### config.mk
export PLATFORM = sky130hd
export DESIGN_NAME = cu_program_sequencer_flat
export DESIGN_NICKNAME = d
export VERILOG_FILES = /design/src/rtl/cu_program_sequencer_if.sv /design/src/rtl/cu_program_sequencer.sv /design/src/flat_wrapper.sv
export SDC_FILE = /design/constraint.sdc
export NUM_CORES = 1
export LEC_CHECK = 0
export ABC_AREA = 1
export BUFFER_PORTS_ARGS = -buffer_cell sky130_fd_sc_hd__buf_2
export CORE_MARGIN = 3
export CORE_UTILIZATION = 42
export CTS_CLUSTER_DIAMETER = 60
export CTS_CLUSTER_SIZE = 24
export DETAILED_ROUTE_END_ITERATION = 10
export GPL_ROUTABILITY_DRIVEN = 0
export SLEW_MARGIN = 10
export SYNTH_ARGS = -nofsm -noshare
export SYNTH_HDL_FRONTEND = slang
export SYNTH_SLANG_ARGS = --single-unit
### constraint.sdc
create_clock -name clk -period 5 [get_ports clk]
set_input_delay 0.5 -clock clk [delete_from_list [all_inputs] [get_ports clk]]
set_output_delay 0.5 -clock clk [all_outputs]
set_load 0.01 [all_outputs]
### src/rtl/cu_program_sequencer_if.sv
// Instruction issue / result channel between the program sequencer and the
// 8-bit compute unit.
//   issue_instr  16  instruction presented to the unit
//   issue_valid   1  issue_instr is valid (unit enable)
//   issue_ready   1  unit accepts the presented instruction
//   result_in     8  unit result, valid the cycle after a transfer
// Handshake: a transfer happens on a rising edge where issue_valid and
// issue_ready are both high. While issue_valid is high and issue_ready is
// low, issue_instr is held stable. The unit returns the result one cycle
// after the transfer, with no separate valid strobe.
interface cu_program_sequencer_if;
  logic [15:0] issue_instr;
  logic        issue_valid;
  logic        issue_ready;
  logic [7:0]  result_in;

  modport master (output issue_instr, output issue_valid,
                  input issue_ready, input result_in);
  modport slave  (input issue_instr, input issue_valid,
                  output issue_ready, output result_in);
endinterface

### src/rtl/cu_program_sequencer.sv
// Program sequencer for the 8-bit compute unit. The host loads up to DEPTH
// 16-bit instructions, then starts a run of prog_len slots repeated
// loop_cnt+1 times. Each instruction is issued over a valid/ready channel
// and the unit's result is captured the cycle after each transfer.
// Ports:
//   clk, rst_n          clock, synchronous active-low reset
//   wr_en/addr/data     program slot write (honoured only when idle)
//   prog_len, loop_cnt  run length and extra passes, sampled at start
//   start, abort        begin a run / stop immediately (abort wins)
//   cu                  issue/result channel to the compute unit
//   last_result         most recently captured result
//   result_cnt          results captured since start (wraps)
//   pc                  slot currently presented
//   busy, done          running / one-cycle completion pulse
//   dbg_state           FSM state for observation
module cu_program_sequencer #(
  parameter int DEPTH  = 8,
  parameter int ADDR_W = 3
) (
  input  logic                clk,
  input  logic                rst_n,
  input  logic                wr_en,
  input  logic [ADDR_W-1:0]   wr_addr,
  input  logic [15:0]         wr_data,
  input  logic [ADDR_W:0]     prog_len,
  input  logic [3:0]          loop_cnt,
  input  logic                start,
  input  logic                abort,
  cu_program_sequencer_if.master cu,
  output logic [7:0]          last_result,
  output logic [7:0]          result_cnt,
  output logic [ADDR_W-1:0]   pc,
  output logic                busy,
  output logic                done,
  output logic [1:0]          dbg_state
);

  typedef enum logic [1:0] {
    S_IDLE  = 2'd0,
    S_RUN   = 2'd1,
    S_DRAIN = 2'd2,
    S_DONE  = 2'd3
  } state_t;

  localparam logic [ADDR_W:0] DEPTH_V = (ADDR_W+1)'(DEPTH);

  state_t            state_q, state_d;
  logic [ADDR_W-1:0] pc_q, pc_d;
  logic [3:0]        passes_q, passes_d;
  logic [ADDR_W:0]   len_q, len_d;
  logic              rv_q, rv_d;
  logic [7:0]        last_q, last_d;
  logic [7:0]        cnt_q, cnt_d;
  logic [15:0]       mem_q [DEPTH];
  logic [15:0]       mem_d [DEPTH];

  logic              xfer;
  logic              at_last;
  logic [ADDR_W:0]   len_clamped;

  assign xfer        = (state_q == S_RUN) && cu.issue_ready;
  assign at_last     = ({1'b0, pc_q} == (len_q - 1'b1));
  assign len_clamped = (prog_len > DEPTH_V) ? DEPTH_V : prog_len;

  always_comb begin
    state_d  = state_q;
    pc_d     = pc_q;
    passes_d = passes_q;
    len_d    = len_q;
    last_d   = last_q;
    cnt_d    = cnt_q;
    mem_d    = mem_q;
    rv_d     = xfer;

    // The result of the previous cycle's transfer arrives now, whatever
    // the current state is.
    if (rv_q) begin
      last_d = cu.result_in;
      cnt_d  = cnt_q + 8'd1;
    end

    if (abort) begin
      // Abort also suppresses any start/write in the same cycle, and drops
      // the result of a transfer that happens on this edge.
      state_d = S_IDLE;
      pc_d    = '0;
      rv_d    = 1'b0;
    end else begin
      case (state_q)
        S_IDLE: begin
          if (wr_en) mem_d[wr_addr] = wr_data;
          if (start) begin
            cnt_d    = 8'd0;
            pc_d     = '0;
            passes_d = loop_cnt;
            len_d    = len_clamped;
            state_d  = (len_clamped == '0) ? S_DONE : S_RUN;
          end
        end
        S_RUN: begin
          if (xfer) begin
            if (!at_last) begin
              pc_d = pc_q + ADDR_W'(1);
            end else if (passes_q != 4'd0) begin
              pc_d     = '0;
              passes_d = passes_q - 4'd1;
            end else begin
              state_d = S_DRAIN;
            end
          end
        end
        S_DRAIN: state_d = S_DONE;
        S_DONE:  state_d = S_IDLE;
        default: state_d = S_IDLE;
      endcase
    end
  end

  always_ff @(posedge clk) begin
    if (!rst_n) begin
      state_q  <= S_IDLE;
      pc_q     <= '0;
      passes_q <= '0;
      len_q    <= '0;
      rv_q     <= 1'b0;
      last_q   <= '0;
      cnt_q    <= '0;
      mem_q    <= '{default: '0};
    end else begin
      state_q  <= state_d;
      pc_q     <= pc_d;
      passes_q <= passes_d;
      len_q    <= len_d;
      rv_q     <= rv_d;
      last_q   <= last_d;
      cnt_q    <= cnt_d;
      mem_q    <= mem_d;
    end
  end

  // Instruction follows pc combinationally; pc only moves on a transfer,
  // so the instruction is stable while the unit stalls.
  assign cu.issue_instr = (state_q == S_RUN) ? mem_q[pc_q] : 16'h0000;
  assign cu.issue_valid = (state_q == S_RUN);
  assign last_result    = last_q;
  assign result_cnt     = cnt_q;
  assign pc             = pc_q;
  assign busy           = (state_q != S_IDLE);
  assign done           = (state_q == S_DONE);
  assign dbg_state      = state_q;

endmodule

### src/flat_wrapper.sv
// flat-port wrapper written by rule: the top's interface ports become plain ports
module cu_program_sequencer_flat 
#(
  parameter int DEPTH  = 8,
  parameter int ADDR_W = 3
)
  (clk, rst_n, wr_en, wr_addr, wr_data, prog_len, loop_cnt, start, abort, last_result, result_cnt, pc, busy, done, dbg_state, cu_issue_instr, cu_issue_valid, cu_issue_ready, cu_result_in);
  cu_program_sequencer_if cu_i ();
  input  logic clk;
  input  logic rst_n;
  input  logic wr_en;
  input  logic [ADDR_W-1:0] wr_addr;
  input  logic [15:0] wr_data;
  input  logic [ADDR_W:0] prog_len;
  input  logic [3:0] loop_cnt;
  input  logic start;
  input  logic abort;
  output logic [7:0] last_result;
  output logic [7:0] result_cnt;
  output logic [ADDR_W-1:0] pc;
  output logic busy;
  output logic done;
  output logic [1:0] dbg_state;
  output wire logic [$bits(cu_i.issue_instr)-1:0] cu_issue_instr;
  output wire logic [$bits(cu_i.issue_valid)-1:0] cu_issue_valid;
  input wire logic [$bits(cu_i.issue_ready)-1:0] cu_issue_ready;
  input wire logic [$bits(cu_i.result_in)-1:0] cu_result_in;
  assign cu_issue_instr = cu_i.issue_instr;
  assign cu_issue_valid = cu_i.issue_valid;
  assign cu_i.issue_ready = cu_issue_ready;
  assign cu_i.result_in = cu_result_in;
  cu_program_sequencer #(.DEPTH(DEPTH), .ADDR_W(ADDR_W)) u_core (.clk(clk), .rst_n(rst_n), .wr_en(wr_en), .wr_addr(wr_addr), .wr_data(wr_data), .prog_len(prog_len), .loop_cnt(loop_cnt), .start(start), .abort(abort), .cu(cu_i), .last_result(last_result), .result_cnt(result_cnt), .pc(pc), .busy(busy), .done(done), .dbg_state(dbg_state));
endmodule
==> run_results.csv <==
group,metric,value,unit
worst_hold_path,hp-class,"in -> reg",
cells_and_area,drive_above_1_share,0.135,
clocking,root_buffer,"clkbuf_16",
clocking,clkTransAtPathRegs,0.06,ns
flow_run,maxCapViolCount,0,
cells_and_area,mostFrequentLayoutCell,"nor2_1",
die,die_h,137,µm
pwr,p_per_area,358,nW/µm²
grt,grt_usage,0.229,
drt,vias,6946,
drt,routed_via_density,5.33,
sta,setup_viol,0,
pwr,max-vdd-ir-drop,0.235,mV
die,fp.dieW,137,µm
clocking,cts_sinks,158,
clocking,cts_setup_buffers,0,
cells_and_area,layout.nets,1122,
sta,max_freq,344,MHz
yosys,synth-seq-cells,158,
grt,grt_pass1_vias,6283,
clocking,worstSkewPairLatency,0.43,ns
sta,fin_crit,2.91,ns
yosys,syn_area_per_cell,6.94,µm²
yosys,synth_fp_nets,1092,
worst_setup_path,start_kind,"flip-flop",
die,coreArea,16700,µm²
sta,slew_headroom,0.270,
die,initial_core_util,0.433,
worst_setup_path,critPathCaptureType,"output port",
sta,rsz0062_at_grt,"no",
worst_setup_path,worst_ep_required_time,4.50,ns
clocking,clk_path_buf_depth,2,
yosys,yosysSeqAreaShare,0.437,
pwr,switching_power,0.703,mW
place,detailed_place_hpwl,12400,µm
clocking,cts_resized,0,
die,io_pins,81,
clocking,hold_buffers,0,
yosys,ys.warnings.count,0,
sta,finalHoldViolations,0,
worst_setup_path,critPathMaxFanout,33,
cells_and_area,area_delta_synth_final,13.7,%
pwr,p_sw_frac,0.239,
yosys,synth_area,7240,µm²
sta,setup_tns,0,ns
cells_and_area,fill_cells,1687,
grt,grt_pass1_wl,33500,µm
clocking,numCtsBuffers,17,
worst_setup_path,ff2ff_setup_slack,2.63,ns
cells_and_area,fin_util,0.493,
cells_and_area,final_cells,1304,
die,num_rows,47,
yosys,netlist_instances,1042,
worst_setup_path,arrival,2.41,ns
clocking,ctsHtreeMaxLevel,4,
place,port_buffers,80,
clocking,cts_tree,"built",
sta,tightest_slew,1.09,ns
outcome,outcome,"completed",
drt,firstDrtPassIters,5,
die,die-area,18800,µm²
drt,post_drt_wl_per_cell,16.5,µm
grt,grt_max_degree,95,
worst_setup_path,path_class,"reg -> out",
drt,dr.first_iter.drc_count,546,
cells_and_area,antenna_cells,0,
pwr,p_leak,3.72,nW
drt,ant_nets,0,
yosys,ys_types,39,
pwr,pwr-share-seq,0.442,
drt,wirelength,21500,µm
grt,gr-total-overflow,0,
pwr,clkPwrFrac,0.471,
sta,clock_skew,0.00992,ns
pwr,power.internal,2.24,mW
grt,antenna_found_initial,2,
drt,drc,0,
pwr,combPwrFrac,0.086,
sta,maxSlewViolCount,0,
place,dp_cells,1273,
sta,period_share,0.582,
cells_and_area,layout_common_cells,"nor2_1 (392), o21ai_0 (211), dfxtp_1 (157)",
worst max-delay path, cell delays in order, from the launching register on:
cell     delay [ns]
dfxtp_1        0.31
inv_1          0.78
o21ai_0        0.27
o22ai_1        0.18
o21ai_0        0.10
nor2_1         0.19
buf_2          0.16
metal layers:
layer | GRT usage | vias up | routed length (µm)
met1 | 0.317 | 3226 | 9650
li1 | - | 3447 | -
met5 | 0 | - | 34
met3 | 0.0478 | 32 | 1550
met4 | 0.0765 | 4 | 363
met2 | 0.357 | 237 | 9850
per-stage QoR:
| stage | instance area (µm²) | hold slack (ns) | worst slack, ns | total power [mW] |
|---|---|---|---|---|
| after global placement | 7590 | 0.473 | 2.54 | 1.58 |
| final | 8230 | 0.299 | 2.09 | 2.95 |
| after floorplan | 7240 | 0.452 | 2.96 | 1.51 |
| after CTS | 8230 | 0.283 | 2.08 | 2.97 |
| after detailed placement | 7590 | 0.478 | 2.56 | 1.58 |
| after global routing | 8230 | 0.309 | 1.87 | 3.06 |
state kept, by name, indices dropped and copies added (netlist names):
register and count:
u_core.passes_q 4, u_core.last_result 8, u_core.mem_q 128, u_core.len_q 4, u_core.result_cnt 8, u_core.pc 3
u_core.dbg_state 2, u_core.rv_q 1
power groups by stage:
stage / clock [mW] / combinational (mW) / sequential [mW]
2_1_floorplan: 0 / 0.182 / 1.33
3_3_place_gp: 0 / 0.252 / 1.33
3_5_place_dp: 0 / 0.252 / 1.33
4_1_cts: 1.41 / 0.254 / 1.30
5_1_grt: 1.47 / 0.286 / 1.31
6_report: 1.39 / 0.255 / 1.30
cell usage after synthesis (all sizes together):
| cell | number | area (µm²) |
|---|---|---|
| nor2 | 402 | 1570 |
| o21ai | 225 | 1140 |
| dfxtp | 158 | 3160 |
| inv | 46 | 173 |
| nand2 | 46 | 185 |
| buf | 38 | 221 |
| clkbuf | 36 | 138 |
| o22ai | 32 | 200 |
| nand3 | 17 | 90.1 |
| a21oi | 10 | 50.1 |
| ha | 9 | 113 |
| nor3 | 4 | 20.0 |
| xor2 | 3 | 26.3 |
| nand4 | 2 | 27.5 |
| nor4 | 2 | 27.5 |
| o32ai | 2 | 17.5 |
| or2 | 2 | 12.5 |
| xnor2 | 2 | 17.5 |
| a211oi | 1 | 7.51 |
| a31oi | 1 | 6.26 |
| and3 | 1 | 6.26 |
| clkinv | 1 | 3.75 |
| nor3b | 1 | 7.51 |
| o21bai | 1 | 7.51 |
cell families (layout without fill, tap and decap cells):
| group | after synthesis | count (layout) | share of synthesized area |
|---|---|---|---|
| buffers and inverters | 121 | 163 | 0.0740 |
| DFF | 158 | 158 | 0.437 |
| and+or+nand+nor | 477 | 477 | 0.270 |
| adders and majority gates | 9 | 9 | 0.0156 |
| AOI/OAI and AO/OA | 272 | 272 | 0.198 |
| xor gates and xnor gates | 5 | 5 | 0.00605 |
layout make-up:
class	count	area, µm²	area share
clock buffer	22	474	0.0576
clock inverter	9	159	0.0193
inverter	47	176	0.0214
multi-input combinational	763	3540	0.430
sequential	158	3160	0.385
tap	220	275	0.0335
timing repair buffer	85	440	0.0535
worst paths after layout:
| kind | start | end | cells past startpoint |
|---|---|---|---|
| worst max-delay path | u_core.pc[1]$_SDFFE_PP0P_ | cu_issue_instr[6] | 6 |
| worst min-delay path | cu_result_in[4] | u_core.last_result[4]$_SDFFE_PN0P_ | 3 |
| worst max register to register | u_core.dbg_state[0]$_SDFFE_PP0P_ | u_core.mem_q[56]$_SDFFE_PN0P_ | 9 |
| worst min register to register | u_core.passes_q[1]$_SDFFE_PN0P_ | u_core.passes_q[1]$_SDFFE_PN0P_ | 2 |
No activity file was read; power rests on OpenSTA's default activity.
